--- config.mk ---
export PLATFORM = sky130hd
export DESIGN_NAME = alu_cmd_sequencer
export DESIGN_NICKNAME = d
export VERILOG_FILES = /design/src/rtl/alu_cmd_sequencer.sv
export SDC_FILE = /design/constraint.sdc
export NUM_CORES = 1
export LEC_CHECK = 0
export BUFFER_PORTS_ARGS = -buffer_cell sky130_fd_sc_hd__clkbuf_2
export CAP_MARGIN = 20
export CELL_PAD_IN_SITES_DETAIL_PLACEMENT = 1
export CELL_PAD_IN_SITES_GLOBAL_PLACEMENT = 2
export CORE_MARGIN = 2
export CORE_UTILIZATION = 30
export CTS_CLUSTER_SIZE = 40
export DETAILED_ROUTE_END_ITERATION = 16
export PLACE_DENSITY_LB_ADDON = 0.1
export SLEW_MARGIN = 0
export SYNTH_ARGS = -nofsm -noshare
export SYNTH_HDL_FRONTEND = slang
export SYNTH_SLANG_ARGS = --single-unit
--- constraint.sdc ---
create_clock -name clk -period 3 [get_ports clk]
set_clock_uncertainty 0.15 [all_clocks]
set_input_delay 0.15 -clock clk [delete_from_list [all_inputs] [get_ports clk]]
set_output_delay 0.15 -clock clk [all_outputs]
set_load 0.01 [all_outputs]
--- src/rtl/alu_cmd_sequencer.sv ---
// Command sequencer for the SingleCycleALU: runs EXEC, optional STORE and LOAD phases per command
// and returns the ALU result, memory readback and a store/load consistency flag.
module alu_cmd_sequencer #(
    parameter int unsigned LOAD_WAIT = 1
) (
    input  logic       clk,
    input  logic       rst_n,
    input  logic       cmd_valid,
    output logic       cmd_ready,
    input  logic [1:0] cmd_a,
    input  logic [1:0] cmd_b,
    input  logic [2:0] cmd_op,
    input  logic [3:0] cmd_addr,
    input  logic       cmd_store,
    input  logic       cmd_load,
    output logic [1:0] alu_a,
    output logic [1:0] alu_b,
    output logic [2:0] alu_op,
    output logic [3:0] alu_address,
    output logic [2:0] alu_memop,
    input  logic [2:0] alu_y,
    input  logic [2:0] alu_memout,
    output logic       rsp_valid,
    input  logic       rsp_ready,
    output logic [2:0] rsp_y,
    output logic [2:0] rsp_mem,
    output logic       rsp_mismatch,
    output logic       busy,
    output logic [7:0] cmd_count,
    output logic [7:0] err_count
);

    typedef enum logic [2:0] {StIdle, StExec, StStore, StLoad, StResp} state_e;

    localparam logic [2:0] MemIdle  = 3'b000;
    localparam logic [2:0] MemStore = 3'b001;
    localparam logic [2:0] MemLoad  = 3'b010;

    state_e     state_q, state_d;
    logic       store_q, load_q;
    logic [1:0] wait_q;
    logic       load_done;
    logic       cmd_hs, rsp_hs;
    logic [2:0] memop_d;

    assign cmd_hs    = cmd_valid & cmd_ready;
    assign rsp_hs    = rsp_valid & rsp_ready;
    assign load_done = (wait_q == 2'(LOAD_WAIT));

    always_ff @(posedge clk) begin
        if (!rst_n) begin
            state_q <= StIdle;
        end else begin
            state_q <= state_d;
        end
    end

    always_comb begin
        state_d = state_q;
        unique case (state_q)
            StIdle:  if (cmd_hs) state_d = StExec;
            StExec:  state_d = store_q ? StStore : (load_q ? StLoad : StResp);
            StStore: state_d = load_q ? StLoad : StResp;
            StLoad:  if (load_done) state_d = StResp;
            StResp:  if (rsp_ready) state_d = StIdle;
            default: state_d = StIdle;
        endcase
    end

    // memop is registered from the next state so it lines up with the phase it belongs to.
    always_comb begin
        cmd_ready = rst_n & (state_q == StIdle);
        busy      = (state_q != StIdle);
        memop_d   = MemIdle;
        unique case (state_d)
            StStore: memop_d = MemStore;
            StLoad:  memop_d = MemLoad;
            default: memop_d = MemIdle;
        endcase
    end

    always_ff @(posedge clk) begin
        if (!rst_n) begin
            alu_a        <= '0;
            alu_b        <= '0;
            alu_op       <= '0;
            alu_address  <= '0;
            alu_memop    <= MemIdle;
            store_q      <= 1'b0;
            load_q       <= 1'b0;
            wait_q       <= '0;
            rsp_valid    <= 1'b0;
            rsp_y        <= '0;
            rsp_mem      <= '0;
            rsp_mismatch <= 1'b0;
            cmd_count    <= '0;
            err_count    <= '0;
        end else begin
            alu_memop <= memop_d;
            rsp_valid <= (state_d == StResp);
            if (cmd_hs) begin
                alu_a        <= cmd_a;
                alu_b        <= cmd_b;
                alu_op       <= cmd_op;
                alu_address  <= cmd_addr;
                store_q      <= cmd_store;
                load_q       <= cmd_load;
                rsp_mem      <= '0;
                rsp_mismatch <= 1'b0;
            end
            if (state_q == StExec) begin
                rsp_y <= alu_y;
            end
            if (state_q == StLoad) begin
                if (load_done) begin
                    wait_q       <= '0;
                    rsp_mem      <= alu_memout;
                    rsp_mismatch <= store_q & (alu_memout != rsp_y);
                end else begin
                    wait_q <= wait_q + 2'd1;
                end
            end
            if (rsp_hs) begin
                cmd_count <= cmd_count + 8'd1;
                if (rsp_mismatch && err_count != 8'hff) begin
                    err_count <= err_count + 8'd1;
                end
            end
        end
    end

endmodule

==> impl_metrics.py <==
metrics = {
    "grt": {
        "grt_antenna_before_repair": 0,
        "grt_pass1_wl_um": 7960,
        "grt_max_degree": 30,
        "gr-usage-all-layers": 0.150,
        "grt_pass1_vias": 1702,
        "overflow": 0,
    },
    "clocking": {
        "clockBufferDepth": 2,
        "postCtsSetupRepairBufs": 0,
        "cts_buffers": 5,
        "cts-root-buf": "clkbuf_8",
        "postCtsHoldBufs": 18,
        "worst_skew_pair.late_latency_ps": 280,
        "clk_pin_slew_ps": 80,
        "cts_tree": "built",
        "cts.repair.resized": 0,
        "clkSinkCount": 44,
        "htreeDepth": 2,
    },
    "critical_path": {
        "worst-setup-path-type": "reg -> reg",
        "cp_max_fo": 14,
        "crit_path_end_kind": "flip-flop",
        "cp.arrival_ps": 1860,
        "ff2ff_path_depth": 4,
        "crit_path_start_kind": "flip-flop",
        "cp.required_ps": 3020,
    },
    "logic_synthesis": {
        "synth-async-reset-ratio": 0,
        "yosysUniqueCellTypes": 39,
        "synth_seq_cells": 44,
        "avgSynthCellArea_sq_um": 8.61,
        "yosys.area.top_type_share": 0.478,
        "synth_fp_nets": 239,
        "ys_seq_area_frac": 0.478,
        "yosys_warnings": 0,
        "syn_area_sq_mm": 0.00184,
        "synth.largest_area_cell": "dfxtp_1",
        "synth_flop_cell": "dfxtp_1",
        "synth_edf_count": 0,
        "syn-instance-count": 214,
        "synth.area.top_cells": "dfxtp_1 48%, nand2_1 8.8%, nand3_1 4.9%, xor2_1 4.8%, nor2_1 4.1%",
    },
    "sta": {
        "worstMarginPinSlew_ps": 602,
        "rsz0062_at_grt": "no",
        "hold_viol": 0,
        "tns_ps": 0,
        "setup_viol": 0,
        "whs_ps": 10.6,
        "slew_headroom": 0.597,
        "min_period_over_period": 0.616,
        "fin_ws_ps": 1150,
        "fmax_ghz": 0.541,
        "drv_slew": 0,
        "layout_min_cycle_time_ps": 1850,
    },
    "power": {
        "peakVddDrop_uv": 239,
        "leakage_nw": 1.12,
        "power_density_mw_per_mm2": 458,
        "power_mw": 1.12,
    },
    "cells_and_area": {
        "syn_to_final_growth_pct": 33.3,
        "seq_area_sq_um": 881,
        "final_cell_mix": "61 x clkbuf_2, 44 x dfxtp_1, 43 x nand2_1, 20 x nor2_1",
        "num-fill-cells": 741,
        "layout_commonest_cell": "clkbuf_2",
        "nets": 315,
        "multi_input_area_sq_um": 886,
        "n_antenna_cell": 0,
        "drive_gt1_frac": 0.254,
    },
    "drt": {
        "post_drt_wl_per_cell_um": 13.0,
        "viasPerCell": 4.71,
        "drc": 0,
        "vias": 1723,
        "drt_wl_total_um": 4770,
        "drt_iter0_drc": 55,
        "ant_nets": 0,
        "dr.pass1.iters": 4,
    },
    "floorplanning": {
        "start_util": 0.311,
        "std_cell_rows": 28,
        "core-area_sq_mm": 0.00592,
        "dieArea_sq_mm": 0.00679,
        "die_height_um": 82.4,
        "ios": 63,
        "die_w_um": 82.4,
    },
    "place": {
        "dp_hpwl_um": 3210,
        "numPortBuffers": 61,
        "place_congestion": 0.684,
        "pre_cts_ws_ps": 1160,
    },
    "min_path": {
        "min_path_type": "in -> reg",
        "min_path_cells": 3,
    },
    "run": {
        "drv_cap": 0,
    },
    "run_status": {
        "outcome": "finished clean",
    },
}
worst paths after layout:
path	start	end	slack [ps]
max	state_q[0]	rsp_mem[0]	1150
min	alu_memout[0]	rsp_mem[0]	10
max reg2reg	state_q[0]	rsp_mem[0]	1150
min reg2reg	alu_b[0]	alu_b[0]	310
cell usage after synthesis (4+ instances only):
master and count:
xor2_1 10, mux2i_1 6, dfxtp_1 44, nor2_1 20, nand4_1 8, nand3_1 18, buf_2 4, and3_1 4
o21ai_0 6, a31oi_1 5, nand2_1 43
report_power, final:
part / internal, mW / switching, mW
clock network: 0.184 / 0.197
logic: 0.0581 / 0.0652
registers: 0.604 / 0.0172
total: 0.846 / 0.279
worst max-delay path, cell delays in order (launching register included):
cell and delay [ps]:
dfxtp_1 390, nor3_2 250, nand3_1 470, nand2_1 340
o22ai_1 130
through the flow:
stage          instance area [sq um]  std cells  utilization
2_1_floorplan                   1840        214            -
3_3_place_gp                    2180        340        0.369
3_5_place_dp                    2180        340        0.369
4_1_cts                         2460        366        0.415
5_1_grt                         2460        366        0.415
6_report                        2460        366        0.415
kinds of logic (layout without fill, tap and decap cells):
| kind of cell | Yosys count | after routing | synth area share |
|---|---|---|---|
| DFF | 44 | 44 | 0.478 |
| other | 1 | 1 | 0.00203 |
| muxes | 6 | 6 | 0.0326 |
| buffers and inverters | 14 | 91 | 0.0414 |
| and+or+nand+nor | 113 | 113 | 0.299 |
| AOI/OAI and AO/OA | 22 | 22 | 0.0767 |
| adders and majority gates | 2 | 2 | 0.0136 |
| xor gates and xnor gates | 12 | 12 | 0.0570 |
area by class of cell:
cell class,count,area share
clock inverters,2,0.00407
well taps,75,0.0382
repair buffers,80,0.201
flip-flops and latches,44,0.358
clock buffers,6,0.0336
inverters,3,0.00458
multi-input cells,156,0.360
sequential cells by signal, summed over array words and instances, names as in the netlist, 2 cells and up:
register / count
wait_q: 2
alu_address: 4
alu_memop: 2
rsp_y: 3
state_q: 3
cmd_count: 8
rsp_mem: 3
alu_op: 3
err_count: 8
alu_b: 2
alu_a: 2
layer usage:
layer | GRT usage | up-vias | share of wire
met2 | 0.244 | 39 | 0.45
met1 | 0.204 | 802 | 0.49
met5 | 0 | - | 0
met4 | 0.0300 | 0 | 0.0029
met3 | 0.0337 | 2 | 0.049
li1 | - | 880 | -
No activity file was read; power rests on OpenSTA's default activity.
